==> src/rtl/creek_trace_pkg.sv <==
// Shared register map, control/status bit positions, capture FSM encoding and trace entry layout
// for the creek trace buffer and its bench.
package creek_trace_pkg;

  localparam logic [1:0] REG_CTRL    = 2'd0;
  localparam logic [1:0] REG_STATUS  = 2'd1;
  localparam logic [1:0] REG_DATA    = 2'd2;
  localparam logic [1:0] REG_TRIG_PC = 2'd3;

  localparam int CTRL_ARM       = 0;
  localparam int CTRL_CLEAR     = 1;
  localparam int CTRL_TRIG_EN   = 2;
  localparam int CTRL_STOP_FULL = 3;

  localparam int STAT_FULL_BIT  = 16;
  localparam int STAT_EMPTY_BIT = 17;
  localparam int STAT_OVF_BIT   = 18;
  localparam int STAT_FSM_LSB   = 20;
  localparam int STAT_DROP_LSB  = 24;

  localparam int ENT_VLD_BIT   = 31;
  localparam int ENT_STATE_LSB = 26;
  localparam int ENT_PC_LSB    = 16;
  localparam int ENT_INSTR_LSB = 0;

  typedef enum logic [1:0] {
    TR_IDLE      = 2'd0,
    TR_WAIT_TRIG = 2'd1,
    TR_CAPTURE   = 2'd2,
    TR_STOPPED   = 2'd3
  } trace_st_e;

  typedef struct packed {
    logic        vld;
    logic [4:0]  st;
    logic [9:0]  pc;
    logic [15:0] instr;
  } trace_ent_t;

  function automatic trace_ent_t make_entry(input logic [4:0] st, input logic [9:0] pc,
                                            input logic [15:0] instr);
    trace_ent_t e;
    e.vld   = 1'b1;
    e.st    = st;
    e.pc    = pc;
    e.instr = instr;
    return e;
  endfunction

endpackage

==> src/rtl/creek_trace_buffer_fifo.sv <==
// Single-clock FIFO with registered read port (pop data valid the cycle after pop) and unreset memory.
// Push accepted when not full or when a pop lands in the same cycle; flush wins over push.
module trace_fifo #(
  parameter int DEPTH = 64,
  parameter int CW    = $clog2(DEPTH) + 1,
  parameter int DW    = 32
) (
  input  logic          clk,
  input  logic          rst,
  input  logic          push_i,
  input  logic [DW-1:0] push_dat_i,
  input  logic          pop_i,
  input  logic          flush_i,
  output logic [DW-1:0] pop_dat_o,
  output logic          full_o,
  output logic          empty_o,
  output logic [CW-1:0] count_o
);

  localparam int AW = $clog2(DEPTH);
  localparam logic [CW-1:0] FULL_CNT = CW'(DEPTH);

  logic [DW-1:0] mem_q [DEPTH];
  logic [DW-1:0] pop_dat_q;
  logic [AW-1:0] wr_ptr_q, wr_ptr_d;
  logic [AW-1:0] rd_ptr_q, rd_ptr_d;
  logic [CW-1:0] count_q, count_d;
  logic          do_push, do_pop;

  assign full_o    = (count_q == FULL_CNT);
  assign empty_o   = (count_q == '0);
  assign count_o   = count_q;
  assign pop_dat_o = pop_dat_q;
  assign do_pop    = pop_i && !empty_o;
  assign do_push   = push_i && !flush_i && (!full_o || do_pop);

  // Pointers are exactly AW bits wide, so increments wrap modulo DEPTH.
  always_comb begin
    wr_ptr_d = wr_ptr_q;
    rd_ptr_d = rd_ptr_q;
    count_d  = count_q;
    if (flush_i) begin
      wr_ptr_d = '0;
      rd_ptr_d = '0;
      count_d  = '0;
    end else begin
      if (do_push) wr_ptr_d = wr_ptr_q + 1'b1;
      if (do_pop)  rd_ptr_d = rd_ptr_q + 1'b1;
      if (do_push && !do_pop)      count_d = count_q + 1'b1;
      else if (!do_push && do_pop) count_d = count_q - 1'b1;
    end
  end

  always_ff @(posedge clk or posedge rst) begin
    if (rst) begin
      wr_ptr_q <= '0;
      rd_ptr_q <= '0;
      count_q  <= '0;
    end else begin
      wr_ptr_q <= wr_ptr_d;
      rd_ptr_q <= rd_ptr_d;
      count_q  <= count_d;
    end
  end

  always_ff @(posedge clk) begin
    if (do_push) mem_q[wr_ptr_q] <= push_dat_i;
    if (do_pop)  pop_dat_q <= mem_q[rd_ptr_q];
  end

endmodule

==> src/rtl/creek_trace_buffer.sv <==
// Core trace capture into a FIFO behind a 4-register Avalon-MM slave; read latency 1, no waitrequest.
// A full FIFO either stops capture (stop_on_full) or drops entries and counts them.
module creek_trace_buffer
  import creek_trace_pkg::*;
#(
  parameter int DEPTH = 64,
  parameter int CW    = $clog2(DEPTH) + 1
) (
  input  logic        clk,
  input  logic        reset,
  input  logic [15:0] instr,
  input  logic [9:0]  pc,
  input  logic [4:0]  state,
  input  logic [1:0]  address,
  input  logic        read,
  input  logic        write,
  input  logic [31:0] writedata,
  output logic [31:0] readdata
);

  trace_st_e     st_q, st_d;
  logic          arm_q, arm_d, trig_en_q, trig_en_d, stop_q, stop_d;
  logic [9:0]    trig_pc_q, trig_pc_d;
  logic          ovf_q, ovf_d;
  logic [7:0]    drop_q, drop_d;
  logic [14:0]   prev_q;
  logic          first_q, first_d;
  logic [31:0]   rdata_q, rdata_d;
  logic          sel_fifo_q, sel_fifo_d;
  logic          ctrl_wr, clear, push_req, blocked, push, pop;
  logic          fifo_full, fifo_empty;
  logic [CW-1:0] fifo_count;
  logic [31:0]   fifo_dat;
  logic [31:0]   status;
  trace_ent_t    entry;
  logic          unused_wd;

  assign unused_wd = ^writedata[31:10];
  assign entry     = make_entry(state, pc, instr);

  always_comb begin
    ctrl_wr   = write && (address == REG_CTRL);
    clear     = ctrl_wr && writedata[CTRL_CLEAR];
    arm_d     = ctrl_wr ? writedata[CTRL_ARM] : arm_q;
    trig_en_d = ctrl_wr ? writedata[CTRL_TRIG_EN] : trig_en_q;
    stop_d    = ctrl_wr ? writedata[CTRL_STOP_FULL] : stop_q;
    trig_pc_d = (write && (address == REG_TRIG_PC)) ? writedata[9:0] : trig_pc_q;
    pop       = read && (address == REG_DATA) && !fifo_empty;
    st_d      = st_q;
    first_d   = 1'b0;
    push_req  = 1'b0;
    ovf_d     = ovf_q;
    drop_d    = drop_q;
    case (st_q)
      TR_IDLE: begin
        if (arm_d) begin
          st_d    = trig_en_d ? TR_WAIT_TRIG : TR_CAPTURE;
          first_d = !trig_en_d;
        end
      end
      TR_WAIT_TRIG: begin
        if (pc == trig_pc_q) begin
          push_req = 1'b1;
          st_d     = TR_CAPTURE;
        end
      end
      TR_CAPTURE: push_req = first_q || ({pc, state} != prev_q);
      default: ;
    endcase
    // A coincident pop frees the slot, so only a pop-less full push is blocked.
    blocked = push_req && fifo_full && !pop;
    push    = push_req && !blocked && !clear;
    if (blocked) begin
      if (stop_q) begin
        st_d = TR_STOPPED;
      end else begin
        ovf_d = 1'b1;
        if (drop_q != 8'hFF) drop_d = drop_q + 8'd1;
      end
    end
    if (clear) begin
      ovf_d  = 1'b0;
      drop_d = 8'd0;
      if (st_d == TR_STOPPED) st_d = TR_CAPTURE;
    end
    if (ctrl_wr && !writedata[CTRL_ARM]) begin
      st_d    = TR_IDLE;
      first_d = 1'b0;
    end
  end

  always_comb begin
    status                     = '0;
    status[CW-1:0]             = fifo_count;
    status[STAT_FULL_BIT]      = fifo_full;
    status[STAT_EMPTY_BIT]     = fifo_empty;
    status[STAT_OVF_BIT]       = ovf_q;
    status[STAT_FSM_LSB +: 2]  = st_q;
    status[STAT_DROP_LSB +: 8] = drop_q;
  end

  // DATA reads are served straight from the FIFO's registered read port.
  always_comb begin
    rdata_d    = rdata_q;
    sel_fifo_d = sel_fifo_q;
    if (read) begin
      rdata_d    = '0;
      sel_fifo_d = 1'b0;
      case (address)
        REG_CTRL:   rdata_d = {28'd0, stop_q, trig_en_q, 1'b0, arm_q};
        REG_STATUS: rdata_d = status;
        REG_DATA:   sel_fifo_d = !fifo_empty;
        default:    rdata_d = {22'd0, trig_pc_q};
      endcase
    end
  end

  assign readdata = sel_fifo_q ? fifo_dat : rdata_q;

  always_ff @(posedge clk or posedge reset) begin
    if (reset) begin
      st_q       <= TR_IDLE;
      arm_q      <= 1'b0;
      trig_en_q  <= 1'b0;
      stop_q     <= 1'b0;
      trig_pc_q  <= '0;
      ovf_q      <= 1'b0;
      drop_q     <= '0;
      prev_q     <= '0;
      first_q    <= 1'b0;
      rdata_q    <= '0;
      sel_fifo_q <= 1'b0;
    end else begin
      st_q       <= st_d;
      arm_q      <= arm_d;
      trig_en_q  <= trig_en_d;
      stop_q     <= stop_d;
      trig_pc_q  <= trig_pc_d;
      ovf_q      <= ovf_d;
      drop_q     <= drop_d;
      prev_q     <= {pc, state};
      first_q    <= first_d;
      rdata_q    <= rdata_d;
      sel_fifo_q <= sel_fifo_d;
    end
  end

  trace_fifo #(
    .DEPTH(DEPTH),
    .CW   (CW),
    .DW   ($bits(trace_ent_t))
  ) u_fifo (
    .clk       (clk),
    .rst       (reset),
    .push_i    (push),
    .push_dat_i(entry),
    .pop_i     (pop),
    .flush_i   (clear),
    .pop_dat_o (fifo_dat),
    .full_o    (fifo_full),
    .empty_o   (fifo_empty),
    .count_o   (fifo_count)
  );

endmodule
==> config.mk <==
export PLATFORM = sky130hd
export DESIGN_NAME = creek_trace_buffer
export DESIGN_NICKNAME = d
export VERILOG_FILES = /design/src/rtl/creek_trace_pkg.sv /design/src/rtl/creek_trace_buffer_fifo.sv /design/src/rtl/creek_trace_buffer.sv
export SDC_FILE = /design/constraint.sdc
export NUM_CORES = 2
export LEC_CHECK = 0
export CAP_MARGIN = 20
export CORE_MARGIN = 2
export CORE_UTILIZATION = 66
export DETAILED_ROUTE_END_ITERATION = 10
export GPL_ROUTABILITY_DRIVEN = 0
export MAX_ROUTING_LAYER = met4
export PLACE_DENSITY = 0.93
export SLEW_MARGIN = 20
export SYNTH_ARGS = -nofsm -noshare
export SYNTH_HDL_FRONTEND = slang
export SYNTH_SLANG_ARGS = --single-unit
==> constraint.sdc <==
create_clock -name clk -period 8.7 [get_ports clk]
set_clock_uncertainty 0.05 [all_clocks]
set_input_delay 1.305 -clock clk [delete_from_list [all_inputs] [get_ports clk]]
set_output_delay 1.305 -clock clk [all_outputs]
set_load 0.01 [all_outputs]
==> metrics.txt <==
Worst Path Arrival=6.81 ns; TritonCTS clock tree=built; Leak=28.0 nW; gr usage total=41.4%; total power draw=0.0270 W; Inserted Clock Buffers=194; Ys Warns=0; Area Overhead vs Synth=12.9%; Initial Utilization=66.3%; # setup viols final=0; Core Rows=128; post-synth design cell area=80500 µm²; post-CTS resize count=0; Peak VDD IR=0.245 mV; #FFs+latches synth=2098; Worst slew margin=15.1%; global-route wire length before repair=339 mm; Clock Path Buffers=3; Crit. End Element=register; Period minus WS final=6.36 ns; crit path cell chain=buf_2 > buf_4 > xnor2_1 > nand4_1 > nor4_1 > a32oi_1 > nor2_1 > nand4_1 > buf_6 > nor2_4 > buf_4; grt total ovfl=0; post-synthesis async set-or-reset flop share=3.96%; Pins Over Slew Limit=0; DRC errors left=0; Buf+Inv Stages, Crit Path=4; period utilisation layout=73.1%; status=completed; drt total wl=251 mm; chip width=353 µm; Post-Layout Cell Count=5370; post-DP HPWL=130 mm; Switching Share=29.8%; layout cell share with drive strength beyond 1=31.3%; crit-path max cell delay=0.85 ns; maxcap violations=0; Seq pwr share=43.0%; number of synthesized flops with an enable pin=2015; # hold bufs at CTS=0; largest net degree at the start of global routing=151; Final #Nets=3642; clock slew at reported path FFs=0.06 ns; CP required=9.15 ns; Post-Synthesis Cells=3351; Post-DRT Antenna Nets=0; Cells after DPL=4971; most common cell after layout, fill and taps aside=edfxtp_1; Switch Pwr=0.00803 W; min-delay worst type=reg -> reg; # IOs=101; antenna violations before repair=39; ys flop type=edfxtp_1; CTS root buf=clkbuf_16; die area=125000 µm²; vias in the first global route=41714; via-per-instance ratio=7.91; Synthesized Nets=3433; RSZ-0062 raised after global routing=false; # clock sinks=2098; pwr/cell area=297 nW/µm²; PortBufs=78; DR pass1 iterations=6; count of final hold-check violations=0; Post-Syn Area per Cell=24.0 µm²; H-Tree Depth=4; cell-internal power=0.0189 W; Clock power frac=32.1%; Top Family by Delay on Critical Path=simple AND/OR/NAND/NOR gates; commonest cells after routing, fill and taps aside=2015 x edfxtp_1, 651 x mux4_2, 198 x clkbuf_16; drt wl/cell=46.7 µm; first-iteration detailed-routing DRC count=8748; post-route setup TNS=0 ns; Die H=353 µm; Crit Path Max Fanout=67; Setup Buffers After CTS=0; clock latency on the worst-skew pair=0.84 ns; vias after detailed routing=42476; Slew @ Worst Pin=1.27 ns; slowest CP cell=nor4_1; combinational share of power=25.0%; Peak Freq=0.157 GHz; Seq/Total Area, Yosys=77.8%; Setup CP Type=in -> reg; area of the core=121000 µm²; Unique masters post-synth=48; Worst Setup Start Kind=input port
## cell usage after synthesis (9+ instances only)
cell type	count	share of area (%)
o22ai_1	11	0.086
o21ai_0	37	0.23
nand4_1	10	0.078
nand2_1	57	0.27
xor2_1	30	0.33
mux2i_1	12	0.15
dfrtp_1	83	2.6
inv_1	30	0.14
xnor2_1	12	0.13
buf_1	22	0.10
edfxtp_1	2015	75
clkbuf_1	105	0.49
nor2_1	100	0.47
nand3_1	18	0.11
and2_1	12	0.093
ha_1	12	0.19
buf_2	43	0.27
mux4_2	651	18
and3_1	9	0.070
mux2_2	16	0.22
## metrics by stage
stage	setup WS (ns)	instance area (µm²)	utilization [%]	hold WS [ns]
2_1_floorplan	3.93	80500	-	0.401
3_3_place_gp	2.37	83600	68.8	0.438
3_5_place_dp	2.10	84000	69.2	0.444
4_1_cts	2.56	90200	74.3	0.458
5_1_grt	2.37	90800	74.8	0.487
6_report	2.34	90800	74.8	0.457
## final cells by class
type / count / area (µm²)
fillers: 5835 / 30600
multi-input cells: 1047 / 17500
repair buffers: 189 / 2230
flip-flops and latches: 2098 / 62600
diodes: 30 / 75.1
clock buffers: 234 / 5160
well taps: 1625 / 2030
clock inverters: 117 / 1090
inverters: 30 / 114
## cells by family after synthesis
group | count (synthesis) | synth area share [%]
XOR/XNOR | 42 | 0.457
buffers and inverters | 206 | 1.07
AND/OR/NAND/NOR | 238 | 1.35
AO/OA/AOI/OAI | 75 | 0.558
adder cells (fa/ha/maj) | 13 | 0.211
flip-flops | 2098 | 77.8
multiplexers | 679 | 18.6
## power groups by stage
stage	combinational (W)	clock, W	sequential [W]
after floorplan	0.00429	0	0.0115
after global placement	0.00580	0	0.0117
after detailed placement	0.00622	0	0.0118
after CTS	0.00650	0.00858	0.0116
after global routing	0.00683	0.00894	0.0116
final	0.00673	0.00865	0.0116
## flip-flops by register name (all words and copies together) (netlist names), 2 cells and up
signal            cells
u_fifo.pop_dat_o     31
trig_pc_q            10
prev_q               15
u_fifo.wr_ptr_q       6
rdata_q              23
drop_q                8
st_q                  2
u_fifo.count_o        7
u_fifo.rd_ptr_q       6
u_fifo.mem_q       1984
## worst paths after layout
path	from	end	slack [ns]	cells past startpoint
max reg2reg	trig_pc_q[9]	u_fifo.mem_q[52][14]	3.09	9
min	rdata_q[31]	rdata_q[31]	0.46	1
min reg2reg	rdata_q[31]	rdata_q[31]	0.46	1
min in group asynchronous	reset	rdata_q[27]	0.84	2
max	pc[9]	u_fifo.mem_q[52][14]	2.34	11
max in group asynchronous	reset	u_fifo.rd_ptr_q[3]	6.57	3
## routing by layer
layer | GRT usage, % | share of wire, % | vias up
met3 | 10.9 | 13 | 1146
met5 | - | 0 | -
met2 | 65.4 | 49 | 4787
met1 | 49.1 | 30 | 21760
met4 | 22.6 | 8.4 | 0
li1 | - | - | 14783
Power figures use the tool's default switching activity.
